$ cat config.mk
export PLATFORM = sky130hd
export DESIGN_NAME = counter_cmd_ctrl
export DESIGN_NICKNAME = d
export VERILOG_FILES = /design/src/rtl/counter_cmd_ctrl.sv
export SDC_FILE = /design/constraint.sdc
export NUM_CORES = 1
export LEC_CHECK = 0
export BUFFER_PORTS_ARGS = -buffer_cell sky130_fd_sc_hd__buf_4
export CAP_MARGIN = 20
export CORE_MARGIN = 5
export CORE_UTILIZATION = 49
export CTS_CLUSTER_DIAMETER = 30
export CTS_CLUSTER_SIZE = 14
export DETAILED_ROUTE_END_ITERATION = 12
export GPL_ROUTABILITY_DRIVEN = 0
export PLACE_DENSITY = 0.9
export REMOVE_ABC_BUFFERS = 1
export SYNTH_ARGS = -nofsm -noshare
export SYNTH_HDL_FRONTEND = slang
export SYNTH_SLANG_ARGS = --single-unit
$ cat constraint.sdc
create_clock -name clk -period 2.5 [get_ports clk]
set_input_delay 0.25 -clock clk [delete_from_list [all_inputs] [get_ports clk]]
set_output_delay 0.25 -clock clk [all_outputs]
set_load 0.05 [all_outputs]
$ cat src/rtl/counter_cmd_ctrl.sv
// rtl/counter_cmd_ctrl.sv - multi-channel counter control from buttons and UART command bytes
module counter_cmd_ctrl #(
  parameter int NUM_CH  = 2,
  parameter int MODE_W  = 2,
  parameter int HOLDOFF = 2
) (
  input  logic                       clk,
  input  logic                       rst,
  input  logic [NUM_CH-1:0]          i_enable,
  input  logic [NUM_CH-1:0]          i_clear,
  input  logic [NUM_CH-1:0]          i_mode,
  input  logic [7:0]                 i_rx_data,
  input  logic                       i_rx_valid,
  output logic                       o_rx_ready,
  output logic [NUM_CH-1:0]          o_enable,
  output logic [NUM_CH-1:0]          o_clear,
  output logic [NUM_CH*MODE_W-1:0]   o_mode,
  output logic [3:0]                 o_sel_ch,
  output logic                       o_busy
);

  // Hold counter runs 0..HOLDOFF-1 while in HOLD.
  localparam int CNT_W = (HOLDOFF > 1) ? $clog2(HOLDOFF) : 1;

  typedef enum logic {IDLE, HOLD} state_t;

  state_t                     state_q, state_d;
  logic [CNT_W-1:0]           cnt_q, cnt_d;
  logic [NUM_CH-1:0]          en_q, en_d;
  logic [NUM_CH-1:0]          clr_q, clr_d;
  logic [NUM_CH*MODE_W-1:0]   mode_q, mode_d;
  logic [3:0]                 sel_q, sel_d;

  logic [NUM_CH-1:0]          btn_any;
  logic                       btn_fire;
  logic                       is_digit;
  logic                       go_hold;
  logic                       found;

  assign btn_any  = i_enable | i_clear | i_mode;
  assign btn_fire = |btn_any;
  assign is_digit = (i_rx_data >= 8'h30) && (i_rx_data <= 8'h39);

  // Buttons take precedence, so the FIFO is only popped in an idle cycle with no button request.
  assign o_rx_ready = (state_q == IDLE) && !btn_fire;
  assign o_busy     = (state_q == HOLD);
  assign o_enable   = en_q;
  assign o_clear    = clr_q;
  assign o_mode     = mode_q;
  assign o_sel_ch   = sel_q;

  // Next-state and command decode; clear pulses default low so they last a single cycle.
  always_comb begin
    state_d = state_q;
    cnt_d   = cnt_q;
    en_d    = en_q;
    clr_d   = '0;
    mode_d  = mode_q;
    sel_d   = sel_q;
    go_hold = 1'b0;
    found   = 1'b0;
    case (state_q)
      IDLE: begin
        if (btn_fire) begin
          go_hold = 1'b1;
          // Lowest requesting channel wins; enable beats clear beats mode.
          for (int k = 0; k < NUM_CH; k++) begin
            if (!found && btn_any[k]) begin
              found = 1'b1;
              if (i_enable[k])
                en_d[k] = ~en_q[k];
              else if (i_clear[k])
                clr_d[k] = 1'b1;
              else
                mode_d[k*MODE_W +: MODE_W] = mode_q[k*MODE_W +: MODE_W] + MODE_W'(1);
            end
          end
        end else if (i_rx_valid) begin
          if (is_digit) begin
            if (int'(i_rx_data[3:0]) < NUM_CH)
              sel_d = i_rx_data[3:0];
          end else begin
            case (i_rx_data)
              8'h72: begin
                go_hold = 1'b1;
                for (int k = 0; k < NUM_CH; k++)
                  if (4'(k) == sel_q) en_d[k] = ~en_q[k];
              end
              8'h63: begin
                go_hold = 1'b1;
                for (int k = 0; k < NUM_CH; k++)
                  if (4'(k) == sel_q) clr_d[k] = 1'b1;
              end
              8'h6D: begin
                go_hold = 1'b1;
                for (int k = 0; k < NUM_CH; k++)
                  if (4'(k) == sel_q)
                    mode_d[k*MODE_W +: MODE_W] = mode_q[k*MODE_W +: MODE_W] + MODE_W'(1);
              end
              8'h52: begin
                go_hold = 1'b1;
                en_d    = ~en_q;
              end
              8'h43: begin
                go_hold = 1'b1;
                clr_d   = '1;
              end
              default: ;
            endcase
          end
        end
        if (go_hold) begin
          state_d = HOLD;
          cnt_d   = '0;
        end
      end
      HOLD: begin
        if (cnt_q == CNT_W'(HOLDOFF - 1)) begin
          state_d = IDLE;
          cnt_d   = '0;
        end else begin
          cnt_d = cnt_q + CNT_W'(1);
        end
      end
      default: begin
        state_d = IDLE;
        cnt_d   = '0;
      end
    endcase
  end

  // State and output registers; reset re-enables every channel and aborts any holdoff.
  always_ff @(posedge clk) begin
    if (rst) begin
      state_q <= IDLE;
      cnt_q   <= '0;
      en_q    <= '1;
      clr_q   <= '0;
      mode_q  <= '0;
      sel_q   <= '0;
    end else begin
      state_q <= state_d;
      cnt_q   <= cnt_d;
      en_q    <= en_d;
      clr_q   <= clr_d;
      mode_q  <= mode_d;
      sel_q   <= sel_d;
    end
  end

endmodule

==> results by group <==
Outcome
  • Run status: completed

Floorplan
  • Initial Util: 51.5%
  • Overall die area: 2460 um2
  • Site Rows: 14
  • Number of top-level design ports: 31
  • Die Y-Extent: 49.6 um
  • Core region area: 1490 um2
  • Chip Width: 49.6 um

Routing
  • Initial DRC Count: 17
  • Total Wirelength: 2070 um
  • Routed vias: 819
  • Count of unresolved DRC violations after routing: 0
  • Vias per inst: 6.02
  • Final ANT Viol Nets: 0
  • Average detailed-routed wire length per instance: 15.2 um
  • Detailed-routing iteration count for the pre-antenna-repair pass: 4

GRT
  • Remaining global-route overflow: 0
  • Overall Global Routing Usage: 18.3%
  • Global-route wire length before repair: 3570 um
  • Antenna violations before repair: 0
  • Maximum number of pins on one net before global-route repair: 15
  • Vias in the first global route: 830

Synth
  • Yosys warnings: 0
  • Synthesized netlist cell count: 89
  • Avg Inst Size Synth: 8.62 um2
  • Number of enable-type register cells in the synthesized netlist: 0
  • Primary flip-flop cell chosen by synthesis mapping: dfxtp_1
  • Combined area of all synthesized cells: 767 um2
  • Share of synthesized area occupied by flip-flops and latches: 36.5%
  • Async set or reset register ratio after synthesis: 0%
  • Register bit count reported by yosys: 14
  • Unique masters post-synth: 35

Min path
  • Worst min-delay path endpoint: o_mode[0]
  • Instance count along the most critical hold path: 2
  • Min-delay worst type: in -> reg
  • Source of the worst hold timing path: rst

STA
  • Final setup fails: 0
  • Clock skew after layout: 0.000523 ns
  • RSZ-0062 raised after global routing: false
  • Final worst-path cycle share: 72.8%
  • Crit path time final: 1.82 ns
  • Transition time of the tightest slew-check pin: 0.471 ns
  • Number of hold violations in the final report: 0
  • Sum Neg Setup Slack: 0 ns
  • Relative max-transition margin: 68.6%
  • Count of pins over their slew limit: 0
  • Maximum clock rate: 0.549 GHz

Setup path
  • Critical path capture point type: register
  • Maximum cell stage delay along the critical path: 0.57 ns
  • Worst endpoint data arrival time: 2.00 ns
  • Launch instance of the worst register-to-register path: o_sel_ch[2]
  • Crit path cell chain: or4b_1, nor4_1, o211ai_1, xor2_1, nor2_1
  • FF-to-FF setup slack: 0.68 ns
  • Endpoint of the worst register-to-register path: o_mode[3]
  • Register-to-Register Path Depth: 5
  • Startpoint type of the worst setup path: register
  • Crit path from: o_sel_ch[2]
  • Kind of critical path: reg -> reg
  • Worst-path fanout max: 4
  • Required arrival time at the worst endpoint: 2.68 ns
  • Slowest stage cell on the critical path: or4b_1

Finish
  • Area growth from synthesis to layout: 33.8%
  • Antenna cell count: 0
  • Share of cells above drive strength 1: 30.8%
  • Post-Layout Cell Count: 136
  • Number of nets at the end of the flow: 139

CTS
  • H-tree Lvls: 1
  • Number of instances resized during post-cts repair: 0
  • Number of buffers inserted to repair setup after CTS: 0
  • Number of buffers inserted by hold repair at cts: 0
  • Clock tree buffer depth: 2
  • Clock-pin slew of the registers on the worst-case setup and hold paths: 0.08 ns
  • Root Driver: clkbuf_4
  • TritonCTS clock tree: yes
  • Insertion delay to the later sink of the worst-skew pair: 0.28 ns
  • Clock buffers created by TritonCTS: 3
  • Clock sink count: 14

Power and ir drop
  • Max IR drop VDD: 0.356 mV
  • Total power per unit cell area: 439 nW/um2
  • Static Leakage: 0.410 nW

Place
  • Number of buffer cells added on primary ports: 30
  • Post-DP HPWL: 1590 um
  • DP Cell Count: 133

Job
  • Max-capacitance violation count: 0
worst max path at each step:
stage	end	slack, ns
5_1_grt	o_enable[0]	0.56
3_3_place_gp	o_enable[1]	0.68
6_report	o_mode[3]	0.68
4_1_cts	o_mode[3]	0.68
3_5_place_dp	o_sel_ch[2]	0.63
2_1_floorplan	o_enable[1]	0.52
kinds of logic after synthesis:
| kind of cell | Yosys count | synth area share [%] |
|---|---|---|
| AO/OA/AOI/OAI | 19 | 15.5 |
| flip-flops | 14 | 36.5 |
| multiplexers | 3 | 3.92 |
| AND/OR/NAND/NOR | 47 | 39.0 |
| XOR/XNOR | 3 | 3.43 |
| buffers and inverters | 3 | 1.63 |
layout by cell type, fill, tap and decap left out:
cell       n
a211oi_1   3
a21oi_1    5
a22oi_1    1
a31oi_1    2
a41oi_1    1
and2_1     4
and3_1     1
buf_4     30
clkbuf_4   3
dfxtp_1   14
inv_1      1
mux2i_1    3
nand2_1    4
nand2b_1   3
nand3b_1   1
nand4_1    1
nand4b_1   1
nor2_1     8
nor2b_1    2
nor3_1     3
nor3_2     1
nor3_4     1
nor3b_1    1
nor3b_2    1
nor4_1     6
o211ai_1   1
o21ai_0    4
o22ai_1    1
o31a_1     1
or3_1      5
or3b_4     1
or4_1      1
or4b_1     2
xnor2_1    1
xor2_1     2
routing by layer:
layer / vias up / part of all wire (%) / GRT usage, %
li1: 404 / - / -
met3: 9 / 7.8 / 5.72
met1: 366 / 40 / 18.3
met5: - / 0 / 0
met4: 0 / 3.2 / 10.5
met2: 40 / 49 / 32.4
critical path: cells and delay by family (launching register included):
| kind | cells | cell delay, ns |
|---|---|---|
| AND/OR/NAND/NOR | 3 | 1.05 |
| AO/OA/AOI/OAI | 1 | 0.16 |
| flip-flops | 1 | 0.34 |
| XOR/XNOR | 1 | 0.17 |
per-stage QoR:
| stage | cell area [um2] | worst slack (ns) | utilization [%] | total power, mW | hold slack, ns |
|---|---|---|---|---|---|
| 2_1_floorplan | 758 | 0.521 | - | 0.283 | 0.319 |
| 3_3_place_gp | 1000 | 0.684 | 67.4 | 0.326 | 0.447 |
| 3_5_place_dp | 1000 | 0.629 | 67.4 | 0.329 | 0.465 |
| 4_1_cts | 1030 | 0.682 | 68.9 | 0.454 | 0.230 |
| 5_1_grt | 1030 | 0.562 | 68.9 | 0.475 | 0.220 |
| 6_report | 1030 | 0.679 | 68.9 | 0.451 | 0.230 |
cell type report:
class                   count  area [um2]
well taps                  16        20.0
inverters                   1        3.75
repair buffers             30         225
clock buffers               3        22.5
multi-input cells          72         474
fillers                   138         463
flip-flops and latches     14         280
cell usage after synthesis, drive strengths merged, types with 2 or more instances:
| master | count | share of area [%] |
|---|---|---|
| a211oi | 3 | 2.9 |
| a21oi | 5 | 3.3 |
| a31oi | 2 | 1.6 |
| and2 | 4 | 3.3 |
| dfxtp | 14 | 37 |
| mux2i | 3 | 3.9 |
| nand2 | 4 | 2.0 |
| nand2b | 3 | 2.4 |
| nor2 | 8 | 3.9 |
| nor2b | 2 | 1.6 |
| nor3 | 5 | 5.4 |
| nor3b | 2 | 2.6 |
| nor4 | 6 | 4.9 |
| o21ai | 4 | 2.6 |
| or3 | 5 | 4.1 |
| or4b | 2 | 2.6 |
| xor2 | 2 | 2.3 |
sequential cells by signal, indices dropped and copies added (netlist names):
signal / flops
o_clear: 2
o_sel_ch: 4
cnt_q: 1
o_enable: 2
o_mode: 4
o_busy: 1
report_power, final:
part           leakage, nW  total, mW  switching (mW)  internal [mW]
Sequential           0.114      0.236         0.00749          0.229
Combinational        0.282     0.0882          0.0498         0.0384
Clock               0.0138      0.126          0.0704         0.0560
Note: power is estimated with default switching activity, not from simulation.
